### src/rtl/gx4000_asic_if.sv
// CPU-side bus bundle for the GX4000/Plus ASIC lock block.
interface gx4000_asic_if;
  logic [15:0] cpu_addr;
  logic [7:0]  cpu_data_in;
  logic        cpu_wr;
  logic        cpu_rd;
  logic [7:0]  cpu_data_out;

  modport master (
    output cpu_addr, cpu_data_in, cpu_wr, cpu_rd,
    input  cpu_data_out
  );

  modport slave (
    input  cpu_addr, cpu_data_in, cpu_wr, cpu_rd,
    output cpu_data_out
  );
endinterface

### src/rtl/gx4000_asic.sv
// Amstrad Plus/GX4000 ASIC unlock detector, key/challenge regs, RGB gate.
// Optional cartridge checksum at 00EF: define GX4000_CART_CHECKSUM_EN.
module gx4000_asic (
  input  logic        clk_sys,
  input  logic        reset_n,
  input  logic        gx4000_mode,
  input  logic        plus_mode,
  input  logic        force_unlock,
  gx4000_asic_if.slave bus,
  input  logic [1:0]  r_in,
  input  logic [1:0]  g_in,
  input  logic [1:0]  b_in,
  input  logic        hblank,
  input  logic        vblank,
  output logic [1:0]  r_out,
  output logic [1:0]  g_out,
  output logic [1:0]  b_out,
  input  logic        palette_wr,
  input  logic [3:0]  palette_addr,
  input  logic [23:0] palette_data,
  input  logic        cart_download,
  input  logic [24:0] cart_addr,
  input  logic [7:0]  cart_data,
  input  logic        cart_wr,
  output logic        asic_valid,
  output logic [7:0]  asic_status
);

  typedef enum logic [1:0] {
    IDLE      = 2'd0,
    CHALLENGE = 2'd1,
    RESPONSE  = 2'd2,
    VALID     = 2'd3
  } state_t;

  function automatic logic [7:0] seq_byte(
    input logic [4:0] i
  );
    case (i)
      5'd0:    seq_byte = 8'hFF;
      5'd1:    seq_byte = 8'h00;
      5'd2:    seq_byte = 8'hFF;
      5'd3:    seq_byte = 8'h77;
      5'd4:    seq_byte = 8'hB3;
      5'd5:    seq_byte = 8'h51;
      5'd6:    seq_byte = 8'hA8;
      5'd7:    seq_byte = 8'hD4;
      5'd8:    seq_byte = 8'h62;
      5'd9:    seq_byte = 8'h39;
      5'd10:   seq_byte = 8'h9C;
      5'd11:   seq_byte = 8'h46;
      5'd12:   seq_byte = 8'h2B;
      5'd13:   seq_byte = 8'h15;
      5'd14:   seq_byte = 8'h8A;
      5'd15:   seq_byte = 8'hCD;
      5'd16:   seq_byte = 8'hEE;
      default: seq_byte = 8'h00;
    endcase
  endfunction

  logic            asic_locked;
  logic [4:0]      seq_idx;
  state_t          state;
  logic [7:0]      key;
  logic [3:0][7:0] challenge;
  logic            cpu_wr_q;
  logic [7:0]      checksum_rd;
  logic [7:0]      rd_val;

  logic wr_ev, crtc_ev, reg_sel, seq_hit;

  assign wr_ev   = bus.cpu_wr & ~cpu_wr_q;
  assign reg_sel = bus.cpu_addr[15:4] == 12'h00E;
  assign crtc_ev = wr_ev & (bus.cpu_addr[15:8] == 8'hBC)
                 & bus.cpu_addr[0] & (gx4000_mode | plus_mode);
  assign seq_hit = bus.cpu_data_in == seq_byte(seq_idx);

  assign asic_status = {asic_locked, gx4000_mode, plus_mode,
                        3'b000, state};
  assign asic_valid  = ~asic_locked & (state != IDLE);

  assign r_out = (hblank | vblank) ? 2'd0 : r_in;
  assign g_out = (hblank | vblank) ? 2'd0 : g_in;
  assign b_out = (hblank | vblank) ? 2'd0 : b_in;

  always_ff @(posedge clk_sys) begin
    if (!reset_n) begin
      cpu_wr_q    <= 1'b0;
      asic_locked <= 1'b1;
      seq_idx     <= 5'd0;
    end else begin
      cpu_wr_q <= bus.cpu_wr;
      if (crtc_ev) begin
        if (seq_hit && seq_idx == 5'd16)
          seq_idx <= 5'd0;
        else if (seq_hit)
          seq_idx <= seq_idx + 5'd1;
        else
          seq_idx <= (bus.cpu_data_in == 8'hFF) ? 5'd1 : 5'd0;
      end
      if (force_unlock || (crtc_ev && seq_hit && seq_idx == 5'd16))
        asic_locked <= 1'b0;
    end
  end

  always_ff @(posedge clk_sys) begin
    if (!reset_n) begin
      state     <= IDLE;
      key       <= 8'h00;
      challenge <= '0;
    end else if (wr_ev && reg_sel && !asic_locked) begin
      unique case (1'b1)
        bus.cpu_addr[3:2] == 2'b00:
          challenge[bus.cpu_addr[1:0]] <= bus.cpu_data_in;
        bus.cpu_addr[3:0] == 4'h5:
          key <= bus.cpu_data_in;
        bus.cpu_addr[3:0] == 4'h9:
          state <= state_t'(bus.cpu_data_in[1:0]);
        default: ;
      endcase
    end
  end

`ifdef GX4000_CART_CHECKSUM_EN
  logic [7:0] checksum;
  logic       cart_wr_q;
  logic       cart_dl_q;
  logic       cart_ev;

  assign cart_ev     = cart_wr & ~cart_wr_q & cart_download;
  assign checksum_rd = checksum;

  // A download start restarts the sum, keeping a byte landing that same cycle.
  always_ff @(posedge clk_sys) begin
    if (!reset_n) begin
      checksum  <= 8'h00;
      cart_wr_q <= 1'b0;
      cart_dl_q <= 1'b0;
    end else begin
      cart_wr_q <= cart_wr;
      cart_dl_q <= cart_download;
      if (cart_download && !cart_dl_q)
        checksum <= cart_ev ? cart_data : 8'h00;
      else if (cart_ev)
        checksum <= checksum + cart_data;
    end
  end

  logic unused_ok;
  assign unused_ok = ^{palette_wr, palette_addr,
                       palette_data, cart_addr};
`else
  assign checksum_rd = 8'h00;

  logic unused_ok;
  assign unused_ok = ^{palette_wr, palette_addr, palette_data,
                       cart_addr, cart_download, cart_data, cart_wr};
`endif

  always_comb begin
    rd_val = 8'hFF;
    if (!asic_locked && reg_sel) begin
      case (bus.cpu_addr[3:0])
        4'h0, 4'h1, 4'h2, 4'h3:
          rd_val = challenge[bus.cpu_addr[1:0]];
        4'h5: rd_val = key;
        4'h9: rd_val = {6'b0, state};
        4'hA, 4'hB, 4'hC, 4'hD:
          rd_val = challenge[bus.cpu_addr[1:0] + 2'd2] ^ key;
        4'hE: rd_val = asic_status;
        4'hF: rd_val = checksum_rd;
        default: rd_val = 8'hFF;
      endcase
    end
  end

  always_ff @(posedge clk_sys) begin
    if (!reset_n)
      bus.cpu_data_out <= 8'hFF;
    else if (bus.cpu_rd)
      bus.cpu_data_out <= rd_val;
  end

endmodule

### src/flat_wrapper.sv
// flat-port wrapper written by rule: the top's interface ports become plain ports
module gx4000_asic_flat 
  (clk_sys, reset_n, gx4000_mode, plus_mode, force_unlock, r_in, g_in, b_in, hblank, vblank, r_out, g_out, b_out, palette_wr, palette_addr, palette_data, cart_download, cart_addr, cart_data, cart_wr, asic_valid, asic_status, bus_cpu_addr, bus_cpu_data_in, bus_cpu_wr, bus_cpu_rd, bus_cpu_data_out);
  gx4000_asic_if bus_i ();
  input  logic clk_sys;
  input  logic reset_n;
  input  logic gx4000_mode;
  input  logic plus_mode;
  input  logic force_unlock;
  input  logic [1:0] r_in;
  input  logic [1:0] g_in;
  input  logic [1:0] b_in;
  input  logic hblank;
  input  logic vblank;
  output logic [1:0] r_out;
  output logic [1:0] g_out;
  output logic [1:0] b_out;
  input  logic palette_wr;
  input  logic [3:0] palette_addr;
  input  logic [23:0] palette_data;
  input  logic cart_download;
  input  logic [24:0] cart_addr;
  input  logic [7:0] cart_data;
  input  logic cart_wr;
  output logic asic_valid;
  output logic [7:0] asic_status;
  input wire logic [$bits(bus_i.cpu_addr)-1:0] bus_cpu_addr;
  input wire logic [$bits(bus_i.cpu_data_in)-1:0] bus_cpu_data_in;
  input wire logic [$bits(bus_i.cpu_wr)-1:0] bus_cpu_wr;
  input wire logic [$bits(bus_i.cpu_rd)-1:0] bus_cpu_rd;
  output wire logic [$bits(bus_i.cpu_data_out)-1:0] bus_cpu_data_out;
  assign bus_i.cpu_addr = bus_cpu_addr;
  assign bus_i.cpu_data_in = bus_cpu_data_in;
  assign bus_i.cpu_wr = bus_cpu_wr;
  assign bus_i.cpu_rd = bus_cpu_rd;
  assign bus_cpu_data_out = bus_i.cpu_data_out;
  gx4000_asic u_core (.clk_sys(clk_sys), .reset_n(reset_n), .gx4000_mode(gx4000_mode), .plus_mode(plus_mode), .force_unlock(force_unlock), .bus(bus_i), .r_in(r_in), .g_in(g_in), .b_in(b_in), .hblank(hblank), .vblank(vblank), .r_out(r_out), .g_out(g_out), .b_out(b_out), .palette_wr(palette_wr), .palette_addr(palette_addr), .palette_data(palette_data), .cart_download(cart_download), .cart_addr(cart_addr), .cart_data(cart_data), .cart_wr(cart_wr), .asic_valid(asic_valid), .asic_status(asic_status));
endmodule
### config.mk
export PLATFORM = sky130hd
export DESIGN_NAME = gx4000_asic_flat
export DESIGN_NICKNAME = d
export VERILOG_FILES = /design/src/rtl/gx4000_asic_if.sv /design/src/rtl/gx4000_asic.sv /design/src/flat_wrapper.sv
export SDC_FILE = /design/constraint.sdc
export NUM_CORES = 1
export LEC_CHECK = 0
export ABC_AREA = 1
export CORE_MARGIN = 4
export CORE_UTILIZATION = 51
export DETAILED_ROUTE_END_ITERATION = 10
export PLACE_DENSITY = 0.86
export RECOVER_POWER = 25
export SLEW_MARGIN = 40
export SYNTH_ARGS = -nofsm -noshare
export SYNTH_HDL_FRONTEND = slang
export SYNTH_SLANG_ARGS = --single-unit
### constraint.sdc
create_clock -name clk_sys -period 4.3 [get_ports clk_sys]
set_clock_uncertainty 0.2 [all_clocks]
set_input_delay 0.86 -clock clk_sys [delete_from_list [all_inputs] [get_ports clk_sys]]
set_output_delay 0.86 -clock clk_sys [all_outputs]
set_load 0.01 [all_outputs]
Word level (Yosys, flattened, before mapping)

Memory sizes are Yosys's and may differ from the RTL's. A register that Yosys moved wholly into a read port is not among the register bits.
Cells that the tools add are included.

Bits in registers: 57
Bits in latches: 0
Memories kept: 1
Bits in writable memories: 0
Memory bits (read-only): 256

Bitwise logic cells: 10
Equality and inequality tests: 16
Divide/modulo/power cells: 0
Reduce and logical (&&, ||, !) cells: 17
Muxes and demuxes: 17
Shifts and indexed selects: 0
Multiply operators: 0
Add/sub/neg operators: 2
Order comparisons: 3

Memory list:

| memory          | depth | width | read ports | clocked after Yosys merged registers in | write ports | RTL line          | source |
|---|---|---|---|---|---|---|---|
| (no name shown) | 32    | 8     | 1          | 1                                       | 0           | gx4000_asic.sv:39 | `case (i)` |

Operator list:

| operator            | number |
|---|---|
| $pmux 8 s6          | 1 |
| $bmux 8 s2          | 2 |
| $bwmux 32           | 1 |
| $mux 8              | 4 |
| $eq 4x4->1 const B  | 7 |
| $mux 5              | 4 |
| $demux 8 s2         | 1 |
| $eq 8x8->1 const B  | 2 |
| $eq 12x4->1 const B | 1 |
| $eq 4x2->1 const B  | 2 |
| $eq 8x8->1          | 1 |
| $reduce_or 4->1     | 2 |
| $xor 8x8->8         | 1 |
| $logic_and 1x1->1   | 7 |
| $lt 2x3->1 const B  | 2 |
| $mux 2              | 3 |
| $reduce_and 2->1    | 3 |
| $add 5x1->5 const B | 1 |
| $and 1x1->1         | 5 |
| $eq 5x5->1 const B  | 1 |
| $eq 4x1->1 const B  | 1 |
| $eq 4x3->1 const B  | 1 |
| $logic_not 4->1     | 1 |
| $add 2x2->2 const B | 1 |
| other kinds (8)     | 10 |

Depth between registers and ports, before layout

Gate-level depths: netlist of run 1.

Depth after elaboration: 8
Mapped depth: 19
Gate-level depth less buffers: 19

Least setup slack after synthesis of run 1

No wires, ideal clock.

Path type: input to register
From: input port bus_cpu_data_in[7]
To: register with a tool-made name
Setup slack: 1598 ps
Arrival: 2386 ps
Stages: 15
Setup time: 116 ps
Cells stage by stage: xnor2_1 > nand2_1 > nor2_1 > nand3_1 > nand3_1 > nand2_1 > nand3_1 > inv_1 > ha_1 > nor2_1 > nor2_2 > nand2_1 > nand2_1 > nand2_1 > nand2_1

RTL lines:

| what            | RTL line           | source |
|---|---|---|
| start, declared | flat_wrapper.sv:28 | `input wire logic [$bits(bus_i.cpu_data_in)-1:0] bus_cpu_data_in;` |

==> metrics.cfg, run 1 <==
[clock_network]
cts_tree = done
cts_made_buffers = 9
longest_clk_path_bufs = 2
cts_root_buffer = sky130_fd_sc_hd__clkbuf_8
post_cts_buffers = 0
clk_pin_slew_worst_paths_ps = 70
htree_levels = 3
cts_resized = 0
clkSinkCount = 65
clk-insertion-delay-late_ps = 340
cts_hold_repair.buffers = 0

[cells_and_area]
final_cell_mix = sky130_fd_sc_hd__nand2_1 (133), sky130_fd_sc_hd__dfxtp_1 (65), sky130_fd_sc_hd__inv_1 (57), sky130_fd_sc_hd__nor2_1 (57), sky130_fd_sc_hd__o21ai_0 (52)
stdcell_count = 737
filler_cell_count = 614
most_common_cell_after_layout_fill_and_taps_aside = sky130_fd_sc_hd__nand2_1
drive_gt1_share_pct = 10.5
layout-area-overhead-vs-synth_pct = 21.2
design_area_mm2 = 0.00479
count_of_inserted_antenna_diode_cells = 0
final_net_count = 744

[critical_path]
critical_path.startpoint_type = input pin
critical_path_required_ps = 4330
critPathMostFrequentCell = sky130_fd_sc_hd__nand2_1
worst-path-max-fanout = 5
end_kind = register
worstPathArrival_ps = 3470
worst_path_largest_cell_delay_ps = 650
internal_reg_to_reg_setup_slack_ps = 1730
cp_cell_sequence = dlygate4sd3_1, xnor2_1, nand2_1, nor2_1, nand3_1, nand3_1, nand2_1, nand3_1, inv_1, ha_1, nor2_1, nor2_2, nand2_1, nand2_1, nand2_1, nand2_1
worst-r2r-cell-count = 16
timing.critical_path.slowest_stage_cell = sky130_fd_sc_hd__dlygate4sd3_1
critPathKind = input pin to register
worst_r2r_startpoint = u_core.seq_idx[0]$_SDFFE_PN0N_

[global_route]
grt_pass1_wl_um = 17000
globalRouteOverflowTotal = 0
grtUsageTotal_pct = 23.4
via_count_of_the_first_global_routing_pass = 3732
pin_count_of_the_biggest_net_entering_global_routing = 49
antenna_found_initial = 0

[synthesis]
synth_top_area_share_pct = 32.9
synth_area_per_cell_um2 = 6.83
synthDistinctLibCells = 47
synth.cell_area_mm2 = 0.00396
synth-seq-cells = 65
synth-seq-area-share_pct = 32.9
post_synthesis_cells = 579
synth_area_leaders = sky130_fd_sc_hd__dfxtp_1 (33%), sky130_fd_sc_hd__nand2_1 (13%), sky130_fd_sc_hd__o21ai_0 (6.6%), sky130_fd_sc_hd__a21oi_1 (5.4%), sky130_fd_sc_hd__inv_1 (5.4%)
async_reset_ff_share_pct = 0
synth-edff-count = 0
synth_top_area_cell = sky130_fd_sc_hd__dfxtp_1
ys.flop_type = sky130_fd_sc_hd__dfxtp_1
synth_warnings = 0

[place]
gp_congestion = 0.890
standard_cell_area_after_detailed_placement_mm2 = 0.00457
dp_cells = 722
dp_hpwl_um = 7650
port_buffers = 58

[hold_path]
hold_end = u_core.bus.cpu_data_out[3]$_SDFFE_PN1P_
min_delay_path_depth = 2
min_delay_worst_type = register to register
hold_start = u_core.bus.cpu_data_out[3]$_SDFFE_PN1P_

[timing]
final.min_clock_period_ps = 3440
setup-violations-final = 0
hold_viol_final = 0
final_max_slew_viol_count = 0
least_margin_pin_slew_ps = 641
setup-tns-final_ps = 0
max_slew_margin_pct = 57.0
tcrit_tclk_final_pct = 80.0
grt_setup_unrepaired = false
max_clock_freq_ghz = 0.291
timing.hold.ws_ps = 268

[floorplanning]
floorplan.initialDensity_pct = 53.4
die_area_mm2 = 0.00923
die-width_um = 96.1
die_height_um = 96.1
core_area_mm2 = 0.00741
floorplan.rows = 31
top_level_ports = 126

[routing]
via_per_inst = 5.43
drc_errors = 0
wire_per_inst_um = 13.8
detail_route.iter0.violations = 239
routed_wirelength_um = 10200
via_total_after_detailed_routing = 4004
ant_nets = 0
firstDrtPassIters = 5

[pwr]
max-vdd-ir-drop_uv = 157
report.power.total_uw = 1440
power_density_mw_per_mm2 = 301
leakage_power_uw = 0.00208

[run]
cap_viol_max_count = 0

[outcome]
run_status = finished, final reports clean

per-layer routing:
metal / vias up / GRT usage (%) / part of all wire (%)
li1: 1998 / - / -
met1: 1836 / 29.1 / 42
met2: 146 / 39.7 / 48
met3: 24 / 5.79 / 7.5
met4: 0 / 7.11 / 1.9
met5: - / 0 / 0
cell usage after synthesis, types with 4 or more instances:
cell type	instances
sky130_fd_sc_hd__a21oi_1	43
sky130_fd_sc_hd__buf_4	9
sky130_fd_sc_hd__clkbuf_1	7
sky130_fd_sc_hd__dfxtp_1	65
sky130_fd_sc_hd__ha_1	7
sky130_fd_sc_hd__inv_1	57
sky130_fd_sc_hd__inv_2	8
sky130_fd_sc_hd__mux2i_1	5
sky130_fd_sc_hd__nand2_1	132
sky130_fd_sc_hd__nand2_2	4
sky130_fd_sc_hd__nand3_1	31
sky130_fd_sc_hd__nand4_1	11
sky130_fd_sc_hd__nor2_1	55
sky130_fd_sc_hd__nor2_2	11
sky130_fd_sc_hd__nor2_4	4
sky130_fd_sc_hd__nor3_1	7
sky130_fd_sc_hd__o211ai_1	7
sky130_fd_sc_hd__o21ai_0	52
sky130_fd_sc_hd__o21ai_1	11
sky130_fd_sc_hd__or2_2	6
sky130_fd_sc_hd__xnor2_1	5
where the power goes:
part	switching (µW)	internal, µW	total, µW
sequential	3.62	607	610
clock	233	442	675
combinational	89.0	68.1	157
worst max-delay path: cells and delay by family:
| kind | cells | cell delay, ps |
|---|---|---|
| AND/OR/NAND/NOR | 12 | 1310 |
| XOR/XNOR | 1 | 200 |
| adder cells (fa/ha/maj) | 1 | 320 |
| buffers and inverters | 2 | 770 |
per-stage QoR:
step / util (%) / setup slack [ps]
floorplan: - / 1600
global placement: 61.7 / 620
detailed placement: 61.7 / 582
CTS: 65.2 / 943
global route: 64.7 / 651
finish: 64.7 / 861
final cells by class:
type / count / area [µm²] / share of cell area [%]
Tap cell: 99 / 124 / 2.58
Clock inverter: 5 / 129 / 2.69
Multi-Input combinational cell: 425 / 2220 / 46.4
Sequential cell: 65 / 1300 / 27.1
Clock buffer: 10 / 128 / 2.66
Inverter: 69 / 264 / 5.51
Timing Repair Buffer: 64 / 626 / 13.1
cells by family after synthesis:
logic type                 after synthesis  synth area share [%]
AOI/OAI and AO/OA                      123                  16.9
xor gates and xnor gates                 6                  1.33
adders and majority gates                7                  2.21
buffers and inverters                   91                  10.3
DFF                                     65                  32.9
muxes                                    5                  1.27
other                                    1                0.0948
and+or+nand+nor                        281                  35.1
worst max path at each step:
| stage | start | endpoint | slack (ps) | cells after the start |
|---|---|---|---|---|
| finish | bus_cpu_data_in[7] | register | 860 | 16 |
| global route | bus_cpu_addr[9] | register | 650 | 15 |
| CTS | bus_cpu_data_in[7] | register | 940 | 16 |
| detailed placement | bus_cpu_data_in[7] | register | 580 | 16 |
| global placement | bus_cpu_data_in[7] | register | 620 | 16 |
| floorplan | bus_cpu_data_in[7] | register | 1600 | 15 |
Power figures use the tool's default switching activity.
==> inputs of run 2 (changes only) <==
Settings changed: CORE_UTILIZATION 51 to 42, PLACE_DENSITY 0.86 to 0.76.
Clock period 4.3 ns to 2.8 ns, I/O delays scaled along.
==> run 2 against run 1 <==
Largest power group is now sequential cells. Critical path depth decreased by 12. Highest routed layer unchanged. Cell count increased by 10%. Via count increased by 3.4%.
==> metrics.cfg, run 2 (same netlist as run 1, synthesis figures left out) <==
[critical_path]
worstPathArrival_ps = 1960  ; was 3470 ps
end_kind = output pin  ; was register
critPathMostFrequentCell = sky130_fd_sc_hd__clkdlybuf4s50_1  ; was sky130_fd_sc_hd__nand2_1
cp_cell_sequence = clkdlybuf4s50_1, or2_2, nor2_1, clkdlybuf4s50_1  ; was dlygate4sd3_1, xnor2_1, nand2_1, nor2_1, nand3_1, nand3_1, nand2_1, nand3_1, inv_1, ha_1, nor2_1, nor2_2, nand2_1, nand2_1, nand2_1, nand2_1
worst_path_largest_cell_delay_ps = 550  ; was 650 ps
critPathKind = input pin to output pin  ; was input pin to register
timing.critical_path.slowest_stage_cell = sky130_fd_sc_hd__clkdlybuf4s50_1  ; was sky130_fd_sc_hd__dlygate4sd3_1
path_buf_inv = 2  ; unchanged
crit_family = buffers and inverters  ; was simple AND/OR/NAND/NOR gates
critical_path_required_ps = 2040  ; was 4330 ps
critical_path.startpoint_type = input pin  ; unchanged
worst-path-max-fanout = 6  ; was 5

[clock_network]
clkSinkCount = 65  ; unchanged
cts_tree = done  ; unchanged
cts_root_buffer = sky130_fd_sc_hd__clkbuf_8  ; unchanged
cts_made_buffers = 9  ; unchanged
clk-insertion-delay-late_ps = 340  ; about the same
longest_clk_path_bufs = 2  ; unchanged
htree_levels = 3  ; unchanged
clk_pin_slew_worst_paths_ps = 70  ; about the same

[floorplanning]
top_level_ports = 126  ; unchanged
die_area_mm2 = 0.0110  ; was 0.00923 mm²
core_area_mm2 = 0.00920  ; was 0.00741 mm²
floorplan.rows = 35  ; was 31
floorplan.initialDensity_pct = 43.0  ; was 53.4%
die_height_um = 105  ; was 96.1 µm
die-width_um = 105  ; was 96.1 µm

[cells_and_area]
final_cell_mix = sky130_fd_sc_hd__nand2_1 (132), sky130_fd_sc_hd__dfxtp_1 (65), sky130_fd_sc_hd__buf_4 (62)  ; was sky130_fd_sc_hd__nand2_1 (133), sky130_fd_sc_hd__dfxtp_1 (65), sky130_fd_sc_hd__inv_1 (57), sky130_fd_sc_hd__nor2_1 (57), sky130_fd_sc_hd__o21ai_0 (52)
final_net_count = 807  ; was 744
area.sequential_mm2 = 0.00130  ; unchanged
drive_gt1_share_pct = 19.8  ; was 10.5%
count_of_inserted_antenna_diode_cells = 0  ; unchanged
multi_input_gate_area_in_the_final_layout_mm2 = 0.00227  ; was 0.00222 mm²
layout-area-overhead-vs-synth_pct = 35.0  ; was 21.2%
finalCoreUtilization_pct = 58.1  ; was 64.7%
most_common_cell_after_layout_fill_and_taps_aside = sky130_fd_sc_hd__nand2_1  ; unchanged
filler_cell_count = 835  ; was 614

[global_route]
globalRouteOverflowTotal = 0  ; unchanged
pin_count_of_the_biggest_net_entering_global_routing = 46  ; was 49
grt_pass1_wl_um = 18500  ; was 17000 µm
grtUsageTotal_pct = 20.0  ; was 23.4%
via_count_of_the_first_global_routing_pass = 4152  ; was 3732
antenna_found_initial = 0  ; unchanged

[timing]
final_max_slew_viol_count = 0  ; unchanged
hold_viol_final = 0  ; unchanged
least_margin_pin_slew_ps = 754  ; was 641 ps
max_clock_freq_ghz = 0.367
postLayoutSetupSlackWorst_ps = 78.8  ; was 861 ps
max_slew_margin_pct = 49.7  ; was 57.0%
setup-violations-final = 0  ; unchanged
tcrit_tclk_final_pct = 97.2
final.min_clock_period_ps = 2720
timing.hold.ws_ps = 264  ; was 268 ps

[routing]
wire_per_inst_um = 13.3  ; was 13.8 µm
drc_errors = 0  ; unchanged
detail_route.iter0.violations = 188  ; was 239
firstDrtPassIters = 4  ; was 5
via_per_inst = 5.09  ; was 5.43
via_total_after_detailed_routing = 4142  ; was 4004
ant_nets = 0  ; unchanged
routed_wirelength_um = 10800  ; was 10200 µm

[place]
pre_cts_ws_ps = -292  ; was 582 ps
gp_congestion = 0.918  ; was 0.890
dp_hpwl_um = 8450  ; was 7650 µm
port_buffers = 58  ; unchanged

[run]
cap_viol_max_count = 0  ; unchanged

[outcome]
run_status = finished, final reports clean  ; unchanged

[pwr]
leakage_power_uw = 0.00244  ; was 0.00208 µW
power_density_mw_per_mm2 = 379  ; was 301 mW/mm²
max-vdd-ir-drop_uv = 258  ; was 157 µV

[hold_path]
min_delay_worst_type = register to register  ; unchanged

-- run 2: changes by cell type in the layout (fill, tap and decap cells not counted), moves of 2 or more --
cell                              change
sky130_fd_sc_hd__bufinv_16            -3
sky130_fd_sc_hd__clkdlybuf4s50_1      -7
sky130_fd_sc_hd__a21oi_1              -2
sky130_fd_sc_hd__buf_4               +56
sky130_fd_sc_hd__nor2_1               -4
sky130_fd_sc_hd__nor2_2               +2
sky130_fd_sc_hd__dlymetal6s2s_1       +7
sky130_fd_sc_hd__clkinvlp_4           +2
sky130_fd_sc_hd__buf_12               +5
sky130_fd_sc_hd__nor2_4               +2
-- run 2: final timing paths --
check / startpoint / to / slack, ps / cells after the start
setup / recovery: vblank / r_out[1] / 80 / 4
hold / removal: u_core.bus.cpu_data_out[6]$_SDFFE_PN1P_ / u_core.bus.cpu_data_out[6]$_SDFFE_PN1P_ / 260 / 2
hold reg to reg: u_core.bus.cpu_data_out[6]$_SDFFE_PN1P_ / u_core.bus.cpu_data_out[6]$_SDFFE_PN1P_ / 260 / 2
setup reg to reg: u_core.seq_idx[0]$_SDFFE_PN0N_ / register / 440 / 15
-- run 2: final cells by class --
class | instances | area share (%)
clock buffer | 10 | 2.39
inverter | 69 | 4.94
sequential | 65 | 24.4
timing repair buffer | 127 | 22.0
multi-input combinational | 425 | 42.4
tap | 111 | 2.60
clock inverter | 6 | 1.26
-- run 2: power breakdown --
group          total [µW]  switching (µW)  internal [µW]
Sequential            937            5.62            931
Combinational         282             145            138
Clock                 804             390            414
Total                2020             541           1480
-- run 2: stage by stage --
stage	std cells	instance area, µm²	TNS, ps	power [µW]
floorplan	581	3960	0	1080
global placement	797	5120	-1790	1240
detailed placement	797	5120	-2020	1240
CTS	813	5320	0	2040
global route	813	5340	-4.47	2100
finish	813	5340	0	2020
-- run 2: worst min-delay path: cells and delay by family, from the launching register on --
kind            cells  cell delay (ps)
compound gates      1               60
flops               1              320
simple gates        1               50
-- run 2: routing by layer --
layer / GRT usage, % / wire (µm) / up-vias
met2: 34.7 / 5350 / 114
met3: 3.52 / 565 / 25
met1: 24.7 / 4680 / 1878
li1: - / - / 2125
met4: 7.40 / 244 / 0
met5: 0 / 0 / -
-- run 2: timing repair --
item,4_1_cts,5_1_grt
setup endpoints to repair,0,8
resized for setup,0,11
buffers inserted,0,0
hold buffers,0,0
